<file path="config.mk">
export PLATFORM = sky130hd
export DESIGN_NAME = runway_decoder
export DESIGN_NICKNAME = d
export VERILOG_FILES = /design/src/rtl/runway_decoder.sv
export SDC_FILE = /design/constraint.sdc
export NUM_CORES = 1
export LEC_CHECK = 0
export CAP_MARGIN = 20
export CORE_MARGIN = 2
export CORE_UTILIZATION = 54
export CTS_BUF_LIST = sky130_fd_sc_hd__clkbuf_16
export DETAILED_ROUTE_END_ITERATION = 10
export GPL_TIMING_DRIVEN = 0
export HOLD_SLACK_MARGIN = 0.02
export PLACE_DENSITY = 0.77
export SYNTH_ARGS = -nofsm -noshare
export SYNTH_HDL_FRONTEND = slang
export SYNTH_SLANG_ARGS = --single-unit
</file>
<file path="constraint.sdc">
create_clock -name clk -period 2.3 [get_ports clk]
set_clock_uncertainty 0.15 [all_clocks]
set_input_delay 0.23 -clock clk [delete_from_list [all_inputs] [get_ports clk]]
set_output_delay 0.23 -clock clk [all_outputs]
set_load 0.01 [all_outputs]
</file>
<file path="src/rtl/runway_decoder.sv">
// Runway light sequence decoder: classifies successive lamp patterns into
// wind modes and locks once a class repeats LOCK_COUNT times in a row.
module runway_decoder #(
    parameter int unsigned LOCK_COUNT = 3
) (
    input  logic       clk,
    input  logic       reset,
    input  logic       sample,
    input  logic [2:0] led,
    output logic [1:0] mode,
    output logic       locked,
    output logic       error
);

    localparam int unsigned LW = 3;
    localparam int unsigned CW = 3;
    localparam logic [CW-1:0] LOCK_CNT = CW'(LOCK_COUNT);

    typedef enum logic [1:0] {
        S_EMPTY  = 2'b00,
        S_SEARCH = 2'b01,
        S_TRACK  = 2'b10,
        S_LOCK   = 2'b11
    } state_e;

    typedef enum logic [1:0] {
        CL_CALM    = 2'b00,
        CL_LEFT    = 2'b01,
        CL_RIGHT   = 2'b10,
        CL_INVALID = 2'b11
    } class_e;

    state_e          state_q, state_d;
    logic [LW-1:0]   prev_q, prev_d;
    logic [CW-1:0]   count_q, count_d;
    class_e          class_q, class_d;
    logic [1:0]      mode_q, mode_d;
    logic            locked_q, locked_d;
    logic            error_q, error_d;

    class_e          cls;
    logic [CW-1:0]   cnt_inc;

    // Classify the (prev, led) transition pair
    always_comb begin
        cls = CL_INVALID;
        case ({prev_q, led})
            {3'b101, 3'b010}, {3'b010, 3'b101}:                   cls = CL_CALM;
            {3'b001, 3'b010}, {3'b010, 3'b100}, {3'b100, 3'b001}: cls = CL_LEFT;
            {3'b100, 3'b010}, {3'b010, 3'b001}, {3'b001, 3'b100}: cls = CL_RIGHT;
            default:                                              cls = CL_INVALID;
        endcase
    end

    assign cnt_inc = count_q + CW'(1);

    // Next-state and output decode
    always_comb begin
        state_d  = state_q;
        prev_d   = prev_q;
        count_d  = count_q;
        class_d  = class_q;
        mode_d   = mode_q;
        locked_d = locked_q;
        error_d  = 1'b0;

        if (sample) begin
            prev_d = led;
            unique case (state_q)
                S_EMPTY: begin
                    state_d = S_SEARCH;
                end
                S_SEARCH: begin
                    if (cls != CL_INVALID) begin
                        class_d = cls;
                        count_d = CW'(1);
                        if (LOCK_CNT <= CW'(1)) begin
                            state_d  = S_LOCK;
                            mode_d   = cls;
                            locked_d = 1'b1;
                        end else begin
                            state_d = S_TRACK;
                        end
                    end
                end
                S_TRACK: begin
                    if (cls == CL_INVALID) begin
                        state_d = S_SEARCH;
                        count_d = '0;
                    end else if (cls == class_q) begin
                        count_d = cnt_inc;
                        if (cnt_inc >= LOCK_CNT) begin
                            state_d  = S_LOCK;
                            mode_d   = class_q;
                            locked_d = 1'b1;
                        end
                    end else begin
                        class_d = cls;
                        count_d = CW'(1);
                        if (LOCK_CNT <= CW'(1)) begin
                            state_d  = S_LOCK;
                            mode_d   = cls;
                            locked_d = 1'b1;
                        end
                    end
                end
                S_LOCK: begin
                    if (cls == CL_INVALID) begin
                        state_d  = S_SEARCH;
                        count_d  = '0;
                        locked_d = 1'b0;
                        error_d  = 1'b1;
                    end else if (cls == class_q) begin
                        count_d = LOCK_CNT;
                    end else begin
                        class_d  = cls;
                        count_d  = CW'(1);
                        error_d  = 1'b1;
                        if (LOCK_CNT <= CW'(1)) begin
                            mode_d   = cls;
                            locked_d = 1'b1;
                        end else begin
                            state_d  = S_TRACK;
                            locked_d = 1'b0;
                        end
                    end
                end
                default: state_d = S_EMPTY;
            endcase
        end
    end

    // State and output registers
    always_ff @(posedge clk or negedge reset) begin
        if (!reset) begin
            state_q  <= S_EMPTY;
            prev_q   <= '0;
            count_q  <= '0;
            class_q  <= CL_CALM;
            mode_q   <= 2'b00;
            locked_q <= 1'b0;
            error_q  <= 1'b0;
        end else begin
            state_q  <= state_d;
            prev_q   <= prev_d;
            count_q  <= count_d;
            class_q  <= class_d;
            mode_q   <= mode_d;
            locked_q <= locked_d;
            error_q  <= error_d;
        end
    end

    assign mode   = mode_q;
    assign locked = locked_q;
    assign error  = error_q;

endmodule

</file>
==> metrics.md <==
| Metric | Value |
|---|---|
| Leakage component of the power | 0.4878 nW |
| Number of vias in the routed layout | 737 |
| HPWL Detailed | 1296 um |
| Rel. slew slack | 56.93% |
| Final Max Tran Viols | 0 |
| Mux cell area share after synthesis | 10.08% |
| Average vias per placed instance | 6.353 |
| Areal power density over the cells | 834.9 nW/um^2 |
| Clock H-tree levels | 1 |
| Total Routing Usage GR | 20.48% |
| Setup repair after global routing missed its margin | false |
| Clk_lat worst skew | 0.24 ns |
| Starting Density | 55.73% |
| Fraction of registers with async set or reset after synthesis | 100.0% |
| Die Y-Extent | 45.52 um |
| Number of nets still failing antenna checks after routing | 0 |
| Final cell area excluding filler cells | 1130 sq um |
| CP startpoint kind | input pin |
| Crit path required time | 2.28 ns |
| Pin count of the biggest net entering global routing | 15 |
| Setup violators final | 0 |
| Worst-Margin Slew | 0.6440 ns |
| Worst Slack Setup Final | 0.1688 ns |
| Most frequent standard cell in the layout excluding fill and tap cells | dfrtp_1 |
| Number of warnings reported in the yosys synthesis log | 0 |
| Count of max-cap constraint violations | 0 |
| Layout overhead on the synthesized area | 21.37% |
| CTS root buf | clkbuf_16 |
| Status | completed |
| Simple-Gate Fraction of Synth Area | 25.54% |
| Number of top-level design ports | 10 |
| Number of antenna violations at the first check in global routing | 0 |
| First-pass GRT wire length | 2911 um |
| Die width | 45.52 um |
| Worst setup slack before clock tree synthesis | -0.2379 ns |
| Fraction of layout instances using a drive strength above 1 | 21.21% |
| Worst voltage drop across the vdd grid | 0.5895 mV |
| Yosys cell types | 40 |
| Dpl cell area | 1042 sq um |
| Clock transition at the registers of the reported paths | 0.04 ns |
| Synth Area in Adders | 2.688% |
| Number of storage elements in the synthesis netlist | 14 |
| IO buf count | 9 |
| Post-route fraction of the period consumed by the critical path | 92.66% |
| Number of enable flip-flop cells after synthesis | 0 |
| Die outline area | 2072 sq um |
| Sequential share of the synthesized area | 37.63% |
| DRC Markers | 0 |
| Wire per inst | 14.89 um |
| Period minus WS final | 2.131 ns |
| Syn Nets | 94 |
| Post-Syn Area | 930.9 sq um |
| Type of destination of the critical path | flip-flop |
| Xor and xnor area share after synthesis | 0.9409% |
| Top fanout value on the critical path | 8 |
| Overall overflow remaining after global route | 0 |
| Worst min-delay path class | input pin to async pin |
| Number of global-route vias before repair | 684 |
| Detailed-routing iteration count for the pre-antenna-repair pass | 4 |
| Sink count of the clock tree | 14 |
| Maximum count of clock buffers along a single path | 2 |
| Area fraction in compound gates after synthesis | 20.56% |
| Arrival time reported for the critical path endpoint | 2.11 ns |
| Number of buffers added by the clock tree synthesis step | 3 |
| Category of the most critical setup path | input pin to flip-flop |
| Number of antenna cells inserted | 0 |
| # rows | 15 |
| Number of failing hold endpoints at the final stage | 0 |
| Final-stage net count | 108 |
| CTS tree | yes |
| Commonest non-fill, non-tap cells in the layout | 14 x dfrtp_1, 9 x clkdlybuf4s50_1, 6 x nor2_1, 5 x a21oi_1 |
| Worst hold margin | 0.2370 ns |
| Final weighted congestion in routability-driven placement | 0.8431 |
| Mean area per synthesized cell | 10.82 sq um |
| Largest family of logic cells by synthesized area | simple AND/OR/NAND/NOR gates |
| Hold-fix buffers, CTS | 0 |
| Core Footprint | 1670 sq um |
| Initial drt markers | 19 |
| Main synth FF type | dfrtp_1 |
| Post-synthesis instance total | 86 |
| Routed wire length | 1727 um |
| Maximum achievable frequency | 0.4692 GHz |
stage by stage:
step | cells | total power (W) | utilization, % | TNS [ns]
floorplan | 86 | 0.0005444 | - | 0
global placement | 112 | 0.0006076 | 62.40 | -0.2952
detailed placement | 112 | 0.0006195 | 62.40 | -0.8025
CTS | 116 | 0.0009515 | 67.12 | 0
global route | 116 | 0.0009952 | 67.64 | 0
finish | 116 | 0.0009433 | 67.64 | 0
what timing repair did:
action	CTS	global route
resized for setup	0	1
buffers inserted	0	0
endpoints found under the setup margin	0	2
endpoints found under the hold margin	0	0
state kept, by name, indices dropped and copies added (netlist names):
register	flops
mode	2
state_q	2
locked	1
class_q	2
error	1
prev_q	3
count_q	3
logic make-up (layout without fill, tap and decap cells):
family,after synthesis,after routing
simple gates,31,31
compound gates,25,25
flops,14,14
mux,7,7
buf+inv,6,19
fa+ha+maj,2,2
xor+xnor,1,1
critical path, cell delays in order:
cell,delay (ns)
clkdlybuf4s50_1,0.66
and4bb_1,0.32
o31ai_2,0.10
and3_4,0.23
nor3_4,0.24
mux2_4,0.32
final timing paths:
path	from	end	slack, ns	cells past startpoint
worst max-delay path	led[0]	class_q[1]	0.17	6
worst min-delay path	reset	class_q[0]	0.24	1
worst max register to register	prev_q[0]	class_q[1]	0.27	5
worst min register to register	mode[1]	mode[1]	0.36	1
max in group asynchronous	reset	count_q[0]	1.35	1
min in group clk	mode[1]	mode[1]	0.36	1
routing by layer:
| layer | global-route usage, % | vias up | part of all wire [%] |
|---|---|---|---|
| met5 | 0 | - | 0 |
| li1 | - | 360 | - |
| met4 | 12.35 | 0 | 2.4 |
| met1 | 23.76 | 358 | 43 |
| met3 | 7.143 | 5 | 4.3 |
| met2 | 32.11 | 14 | 50 |
synth_stat cells, types with 2 or more instances:
library cell / count / area share, %
o21a_1: 2 / 1.6
nand2_1: 3 / 1.2
nor2_1: 6 / 2.4
ha_1: 2 / 2.7
inv_1: 4 / 1.6
a21oi_1: 5 / 2.7
nand4_1: 3 / 2.0
mux2_4: 4 / 6.5
and3b_1: 2 / 1.9
o211ai_1: 3 / 2.4
and4bb_1: 2 / 2.7
mux2_2: 3 / 3.6
a31oi_1: 3 / 2.0
dfrtp_1: 14 / 38
and2_1: 2 / 1.3
nand3_1: 2 / 1.1
and3_4: 2 / 2.4
nor3_1: 2 / 1.1
cell type report:
cell class / instances / area (sq um)
Sequential cell: 14 / 350.3
Buffer: 2 / 8.758
Clock buffer: 3 / 75.07
Inverter: 4 / 15.01
Fill cell: 131 / 540.5
Timing Repair Buffer: 9 / 90.09
Clock inverter: 1 / 3.754
Multi-Input combinational cell: 66 / 565.5
Tap cell: 17 / 21.27
where the power goes:
group	leakage, nW	total [W]	internal [W]	switching [W]
Clock	0.0385	0.000325	0.000229	0.0000957
Sequential	0.174	0.000336	0.000291	0.0000451
Combinational	0.275	0.000282	0.000142	0.000141
Total	0.488	0.000943	0.000662	0.000281
(Power assumes the default switching activity.)
